==> src/rtl/spectrum_frame_writer.sv <==
// spectrum_frame_writer
//
// Accepts one frame of FFT bin magnitudes and writes a scaled, clamped bar
// height per bin into the display buffer. It then hands the buffer to the
// display with a one-cycle start pulse. It does not accept the next frame
// until the display has finished copying the buffer.
//
// Build option: define PEAK_HOLD_EN for peak-hold mode. In that mode each bar
// decays by one per frame instead of dropping straight to the new value.
//
// Ports
//   clk                 pixel clock, the only clock
//   rst_n               asynchronous active-low reset
//   fft_valid_i         input bin valid
//   fft_ready_o         block can accept a bin
//   fft_mag_i           unsigned bin magnitude (MAG_W bits)
//   fft_last_i          final bin of a frame
//   shift_i             right-shift scale, sampled on the first bin of a frame
//   vga_buff_reading_i  display is copying the buffer
//   buff_wen_o          buffer write enable
//   buff_wadd_o         buffer write address (bin index)
//   buff_wdata_o        buffer write data (bar height, zero-extended)
//   display_start_o     one-cycle pulse: frame ready to draw
//   frame_err_o         sticky framing error, cleared only by reset
//
// state     | meaning
// ----------+-----------------------------------------------------------
// FILL      | accepting bins and writing bar heights
// COMMIT    | frame complete, waiting for the last write to retire
// HOLD_WAIT | start pulse issued, waiting for the display to begin reading
// HOLD_BUSY | display reading, buffer must not be overwritten
module spectrum_frame_writer #(
  parameter int NUM_BINS   = 1024,
  parameter int MAX_HEIGHT = 511,
  parameter int MAG_W      = 24
) (
  input  logic             clk,
  input  logic             rst_n,
  input  logic             fft_valid_i,
  output logic             fft_ready_o,
  input  logic [MAG_W-1:0] fft_mag_i,
  input  logic             fft_last_i,
  input  logic [4:0]       shift_i,
  input  logic             vga_buff_reading_i,
  output logic             buff_wen_o,
  output logic [9:0]       buff_wadd_o,
  output logic [15:0]      buff_wdata_o,
  output logic             display_start_o,
  output logic             frame_err_o
);

  localparam int CNT_W = $clog2(NUM_BINS);
  localparam logic [CNT_W-1:0] LAST_IDX = CNT_W'(NUM_BINS - 1);
  localparam logic [MAG_W-1:0] MAX_H_M  = MAG_W'(MAX_HEIGHT);
`ifdef PEAK_HOLD_EN
  localparam int H_W = 9;
`else
  localparam int H_W = 16;
`endif

  typedef enum logic [1:0] {
    FILL      = 2'd0,
    COMMIT    = 2'd1,
    HOLD_WAIT = 2'd2,
    HOLD_BUSY = 2'd3
  } state_e;

  state_e           state_q, state_d;
  logic [CNT_W-1:0] cnt_q, cnt_d;
  logic [4:0]       shift_q, shift_d;
  logic             ready_q, ready_d;
  logic             err_q, err_d;
  logic             wen_q, wen_d;
  logic [9:0]       wadd_q, wadd_d;
  logic [15:0]      wdata_q, wdata_d;

  logic             accept;
  logic             at_last;
  logic             wr_pending;
  logic             clr_busy_d;
  logic [4:0]       shift_eff;
  logic             shift_ovf;
  logic [MAG_W-1:0] mag_shifted;
  logic [H_W-1:0]   height;

  assign accept  = fft_valid_i && ready_q && (state_q == FILL);
  assign at_last = (cnt_q == LAST_IDX);

  // The scale is latched on the first bin. Later bins of the same frame use
  // the latched value, so a mid-frame change of shift_i has no effect.
  assign shift_eff   = (cnt_q == '0) ? shift_i : shift_q;
  assign shift_ovf   = (int'(shift_eff) >= MAG_W);
  assign mag_shifted = fft_mag_i >> shift_eff;
  assign height      = shift_ovf ? '0 :
                       (mag_shifted > MAX_H_M) ? H_W'(MAX_HEIGHT) : H_W'(mag_shifted);

`ifdef PEAK_HOLD_EN
  logic [8:0]       peak_mem [NUM_BINS];
  logic             s1_vld_q;
  logic [CNT_W-1:0] s1_addr_q;
  logic [8:0]       s1_new_q;
  logic             clr_busy_q;
  logic [CNT_W-1:0] clr_cnt_q;
  logic [8:0]       peak_rd, peak_dec, merged;

  // The peak is read combinationally in stage 1 and written back on the same
  // edge that retires stage 1. A back-to-back access to the same bin
  // therefore always sees the updated peak.
  assign peak_rd    = peak_mem[s1_addr_q];
  assign peak_dec   = (peak_rd == 9'd0) ? 9'd0 : peak_rd - 9'd1;
  assign merged     = (s1_new_q > peak_dec) ? s1_new_q : peak_dec;
  assign clr_busy_d = clr_busy_q && (clr_cnt_q != LAST_IDX);
  assign wr_pending = s1_vld_q || wen_q;

  assign wen_d   = s1_vld_q;
  assign wadd_d  = s1_vld_q ? 10'(s1_addr_q) : wadd_q;
  assign wdata_d = s1_vld_q ? 16'(merged) : wdata_q;

  always_ff @(posedge clk or negedge rst_n) begin
    if (!rst_n) begin
      s1_vld_q   <= 1'b0;
      s1_addr_q  <= '0;
      s1_new_q   <= '0;
      clr_busy_q <= 1'b1;
      clr_cnt_q  <= '0;
    end else begin
      s1_vld_q <= accept;
      if (accept) begin
        s1_addr_q <= cnt_q;
        s1_new_q  <= height;
      end
      clr_busy_q <= clr_busy_d;
      if (clr_busy_q) clr_cnt_q <= clr_cnt_q + CNT_W'(1);
    end
  end

  // No bins are accepted during the clear sweep, so the two write sources
  // never collide.
  always_ff @(posedge clk) begin
    if (clr_busy_q) begin
      peak_mem[clr_cnt_q] <= 9'd0;
    end else if (s1_vld_q) begin
      peak_mem[s1_addr_q] <= merged;
    end
  end
`else
  assign clr_busy_d = 1'b0;
  assign wr_pending = wen_q;

  assign wen_d   = accept;
  assign wadd_d  = accept ? 10'(cnt_q) : wadd_q;
  assign wdata_d = accept ? 16'(height) : wdata_q;
`endif

  always_comb begin
    state_d         = state_q;
    cnt_d           = cnt_q;
    shift_d         = shift_q;
    err_d           = err_q;
    display_start_o = 1'b0;
    case (state_q)
      FILL: begin
        if (accept) begin
          if (cnt_q == '0) shift_d = shift_i;
          if (at_last) begin
            // A full count ends the frame even without fft_last_i.
            cnt_d   = '0;
            state_d = COMMIT;
            if (!fft_last_i) err_d = 1'b1;
          end else if (fft_last_i) begin
            // The frame is short: drop it and resynchronise on the next bin.
            cnt_d = '0;
            err_d = 1'b1;
          end else begin
            cnt_d = cnt_q + CNT_W'(1);
          end
        end
      end
      COMMIT: begin
        // The start pulse is gated live by the reading flag, so it can never
        // overlap a buffer copy or an outstanding write.
        if (!wr_pending && !vga_buff_reading_i) begin
          display_start_o = 1'b1;
          state_d         = HOLD_WAIT;
        end
      end
      HOLD_WAIT: begin
        if (vga_buff_reading_i) state_d = HOLD_BUSY;
      end
      HOLD_BUSY: begin
        if (!vga_buff_reading_i) state_d = FILL;
      end
      default: state_d = FILL;
    endcase
  end

  assign ready_d = (state_d == FILL) && !clr_busy_d;

  always_ff @(posedge clk or negedge rst_n) begin
    if (!rst_n) begin
      state_q <= FILL;
    end else begin
      state_q <= state_d;
    end
  end

  always_ff @(posedge clk or negedge rst_n) begin
    if (!rst_n) begin
      cnt_q   <= '0;
      shift_q <= '0;
      ready_q <= 1'b0;
      err_q   <= 1'b0;
      wen_q   <= 1'b0;
      wadd_q  <= '0;
      wdata_q <= '0;
    end else begin
      cnt_q   <= cnt_d;
      shift_q <= shift_d;
      ready_q <= ready_d;
      err_q   <= err_d;
      wen_q   <= wen_d;
      wadd_q  <= wadd_d;
      wdata_q <= wdata_d;
    end
  end

  assign fft_ready_o  = ready_q;
  assign buff_wen_o   = wen_q;
  assign buff_wadd_o  = wadd_q;
  assign buff_wdata_o = wdata_q;
  assign frame_err_o  = err_q;

endmodule
==> config.mk <==
export PLATFORM = sky130hd
export DESIGN_NAME = spectrum_frame_writer
export DESIGN_NICKNAME = d
export VERILOG_FILES = /design/src/rtl/spectrum_frame_writer.sv
export SDC_FILE = /design/constraint.sdc
export NUM_CORES = 1
export LEC_CHECK = 0
export CAP_MARGIN = 40
export CORE_MARGIN = 10
export CORE_UTILIZATION = 45
export CTS_CLUSTER_SIZE = 25
export DETAILED_ROUTE_END_ITERATION = 8
export GPL_TIMING_DRIVEN = 1
export PLACE_DENSITY_LB_ADDON = 0.25
export SLEW_MARGIN = 20
export SYNTH_ARGS = -nofsm -noshare
export SYNTH_HDL_FRONTEND = slang
export SYNTH_SLANG_ARGS = --single-unit
==> constraint.sdc <==
create_clock -name clk -period 10.38 [get_ports clk]
set_input_delay 2.076 -clock clk [delete_from_list [all_inputs] [get_ports clk]]
set_output_delay 2.076 -clock clk [all_outputs]
set_load 0.03 [all_outputs]
# == Word level (Yosys, flattened, before mapping) ==
# Cells that the tools add are included.
# Widths: inputs -> output; s select.
# word_totals
elab_cells,44
inputBits,34
regBits,46
output_inout_bits,30
# op_classes
n_eq_ne,5
n_reduce_logical,11
shift,1
order_cmp,2
mux,16
add_sub_neg,1
# ops
op,count
$mux 16,2
$gt 24x9->1 const B,1
$shr 24x5->24,1
$mux 10,2
$add 10x1->10 const B,1
$eq 10x10->1 const B,1
$logic_not 10->1,1
$mux 2,5
$pmux 2 s4,1
$ge 5x5->1 const B,1
$mux 1,5
$mux 5,1
$eq 2x2->1 const B,2
$logic_not 2->1,2
$reduce_and 4->1,1
$logic_and 1x1->1,3
$eq 2x1->1 const B,1
$logic_not 1->1,2
$ne 2x2->1 const B,1
$reduce_and 2->1,1
$reduce_bool 2->1,1

# == Longest topological paths before layout ==
# depth
depth_word,6
depth_mapped,14
mapped_depth_nobuf,11

# == Worst setup path before layout ==
# Ideal clock, no wire load.
# synth_timing
path_type,in2out
startpoint,in vga_buff_reading_i
endpoint,out display_start_o
t_required_ns,8.304
path_buffers,0
cell_stages,2
slack_ns,5.382
arrival_ns,2.922
cell_sequence,nand2b_1 -> nor3_1
# synth_via
elab_chain_cells,4
# synth_lines
element,line,rtl
from (decl),44,"input logic vga_buff_reading_i,"
$logic_not 1->1,-,
$logic_and 1x1->1,182,if (!wr_pending && !vga_buff_reading_i) begin
$mux 1,182,
$mux 1,161,case (state_q)
to (decl),48,"output logic display_start_o,"
# No other way between the ends.

# == Worst setup path in the final report ==
# Same ends and word-level chain as after synthesis.

==> metrics.md <==
| Metric | Value |
|---|---|
| Minimum clock period | `5.63 ns` |
| Slew HR | `46.1%` |
| Core Area | `0.00769 mm2` |
| Fin util | `56.1%` |
| CTS tree | `built` |
| Layout cells sized above 1 | `8.18%` |
| Slowest cell delay on critical path | `0.72 ns` |
| Area delta synth->final | `22.0%` |
| R2R Path End | `buff_wdata_o[1]$_DFFE_PN0P_` |
| Most used cell, CP | `clkdlybuf4s50_1` |
| Post-CTS sizing | `0` |
| Initial Util | `46.0%` |
| F_max | `0.178 GHz` |
| Hold EP | `frame_err_o$_DFFE_PN0P_` |
| Syn nets | `467` |
| Crit path DAT | `3.55 ns` |
| Iter 0 DRT Violations | `279` |
| Final worst clock skew | `0.00451 ns` |
| Share of the synthesized area in the top cell type | `32.6%` |
| CTS Buf Count | `5` |
| First-pass GRT wire length | `17,000 um` |
| Port bufs | `63` |
| CP max stage cell | `clkdlybuf4s50_1` |
| Crit. End Element | `primary output` |
| Layout net count | `512` |
| CP Max Fanout | `2` |
| Pwr per Cell Area | `318 mW/mm2` |
| Slew @ Worst Pin | `0.806 ns` |
| Post-synthesis cell count | `431` |
| Total overflow reported by the global router | `0` |
| Die H | `109 um` |
| Area of the multi-input gates | `0.00221 mm2` |
| Yosys top cell by area | `dfrtp_1` |
| Critical-path cell list | `clkdlybuf4s50_1, nand2b_1, nor3_1, clkdlybuf4s50_1` |
| Clock slew at reported path FFs | `0.08 ns` |
| Final worst-path cycle share | `54.2%` |
| Later-pin clock latency in the skew report | `0.29 ns` |
| WS Path Type | `in2out` |
| Antenna violations before repair | `0` |
| Distinct cells, synth | `65` |
| Routed len/inst | `17.6 um` |
| Leakage power figure | `0.00184 uW` |
| Outcome | `finished, final reports clean` |
| Antenna viol nets, final | `0` |
| CTS max path bufs | `2` |
| Hold_sp | `frame_err_o$_DFFE_PN0P_` |
| Final HPWL DP | `7520 um` |
| Synth Area per Inst | `8.20 um2` |
| Clock Sinks | `46` |
| Postcts setup bufs | `0` |
| Reg2reg setup slack | `6.34 ns` |
| Antenna cells | `0` |
| Finished Layout Cells | `579` |
| Maxcap violations | `0` |
| R2R cell count | `12` |
| FP Rows | `32` |
| Synth warnings | `0` |
| Fillers | `728` |
| Largest net degree at the start of global routing | `50` |
| DR vias/cell | `5.97` |
| Design Power | `1370 uW` |
| Die width | `109 um` |
| CP required | `8.30 ns` |
| Routability cong. | `0.908` |
| Vias in the first global route | `3,424` |
| Yosys reg bits | `46` |
| H-tree depth | `2` |
| Hold crit path type | `reg2reg` |
| EDFF count, synth | `0` |
| CTS root buf | `clkbuf_8` |
| Critical path launch point type | `input pin` |
| Minimum hold slack | `0.474 ns` |
| Vias | `3,459` |
| Maximum vdd drop | `0.178 mV` |
| RR Startpoint | `cnt_q[0]$_DFFE_PN0P_` |
| Synth Flop Type | `dfrtp_1` |
| Area contributors post-synth | `dfrtp_1, nand2_1, mux2i_1` |
| Total die area | `0.0118 mm2` |
| Finish-stage setup viols | `0` |
| Setup_tns | `0 ns` |
| Synth async-reset ratio | `100%` |
| Fin. max-slew vios | `0` |
| Cell Area, Synth | `0.00354 mm2` |
| Post-Route WL | `10,200 um` |
| Remaining DRCs | `0` |
| Hold-fix buffers at CTS | `0` |
| Router iterations before antenna repair | `5` |
| GRT Total Usage | `17.3%` |
| Sequential fraction of the synthesis area | `32.6%` |
| DP Cell Count | `571` |
| Register area | `0.00115 mm2` |
| RSZ-0062 raised after global routing | `false` |
| Hold path cells | `1` |
| Fin. Hold Viols | `0` |
| Io pins | `64` |
-- kinds of logic after synthesis --
kind of cell	count (synthesis)	synth area share (%)
AOI/OAI and AO/OA	111	23.4
xor gates and xnor gates	3	0.743
adders and majority gates	2	0.708
buffers and inverters	39	5.17
DFF	46	32.6
muxes	34	10.1
and+or+nand+nor	196	27.3
-- critical path: cells and delay by family --
kind,cells,cell delay [ns]
simple gates,2,0.35
buf+inv,2,1.13
-- synthesized netlist by cell type, drive strengths merged (3+ instances only) --
cell,number
a32oi,12
nor2,21
a22oi,3
clkbuf,14
dfrtp,46
o21a,4
mux2,8
a21o,3
or2,3
buf,17
o31ai,3
nor4,10
a211o,3
and2,16
nor2b,7
a31oi,4
inv,8
o211ai,3
o21ai,24
a211oi,15
a22o,3
nand3,21
a21oi,19
nand2b,10
nor3,7
nand2,91
a311oi,3
mux2i,26
-- where the power goes --
| part | total (uW) | leakage (uW) | internal (uW) | switching [uW] |
|---|---|---|---|---|
| Sequential | 265 | 0.000609 | 224 | 41.6 |
| Combinational | 981 | 0.00117 | 378 | 603 |
| Clock | 124 | 0.0000575 | 67.3 | 57.2 |
| Total | 1370 | 0.00184 | 669 | 702 |
-- layout make-up --
cell class | instances | area share (%)
well taps | 102 | 2.96
inverters | 8 | 0.696
repair buffers | 69 | 16.0
flip-flops and latches | 46 | 26.7
multi-input cells | 346 | 51.1
clock buffers | 8 | 2.55
-- per-stage QoR --
stage	setup slack [ns]	cell area, um2
after CTS	4.73	4310
final	4.75	4310
after detailed placement	4.72	4200
after global placement	4.76	4160
after floorplan	5.38	3540
after global routing	4.62	4310
-- metal layers --
metal / track usage (%) / up-vias / share of wire (%)
li1: - / 1648 / -
met1: 24.4 / 1637 / 45
met2: 25.6 / 160 / 44
met3: 4.25 / 14 / 9.1
met4: 4.71 / 0 / 1.2
met5: 0 / - / 0
-- how the worst max path moves through the flow --
stage | from | endpoint | slack (ns) | cells past startpoint
5_1_grt | vga_buff_reading_i | display_start_o | 4.62 | 4
3_3_place_gp | vga_buff_reading_i | display_start_o | 4.76 | 4
3_5_place_dp | shift_i[1] | buff_wdata_o[4]$_DFFE_PN0P_ | 4.72 | 10
4_1_cts | vga_buff_reading_i | display_start_o | 4.73 | 4
6_report | vga_buff_reading_i | display_start_o | 4.75 | 4
2_1_floorplan | vga_buff_reading_i | display_start_o | 5.38 | 2
-- cells in the final DEF (no fill, tap or decap), drive strengths merged, types with 15 or more instances in the layout --
master / instances
and2: 16
nand3: 21
a21oi: 19
dfrtp: 46
nand2: 91
o21ai: 24
a211oi: 15
mux2i: 26
clkdlybuf4s50: 62
nor2: 21
-- state kept, by name, indices dropped and copies added, names as in the netlist --
| name | cells |
|---|---|
| state_q | 2 |
| cnt_q | 10 |
| frame_err_o | 1 |
| shift_q | 5 |
| buff_wen_o | 1 |
| buff_wdata_o | 16 |
| buff_wadd_o | 10 |
| fft_ready_o | 1 |
No activity file was read; power rests on OpenSTA's default activity.
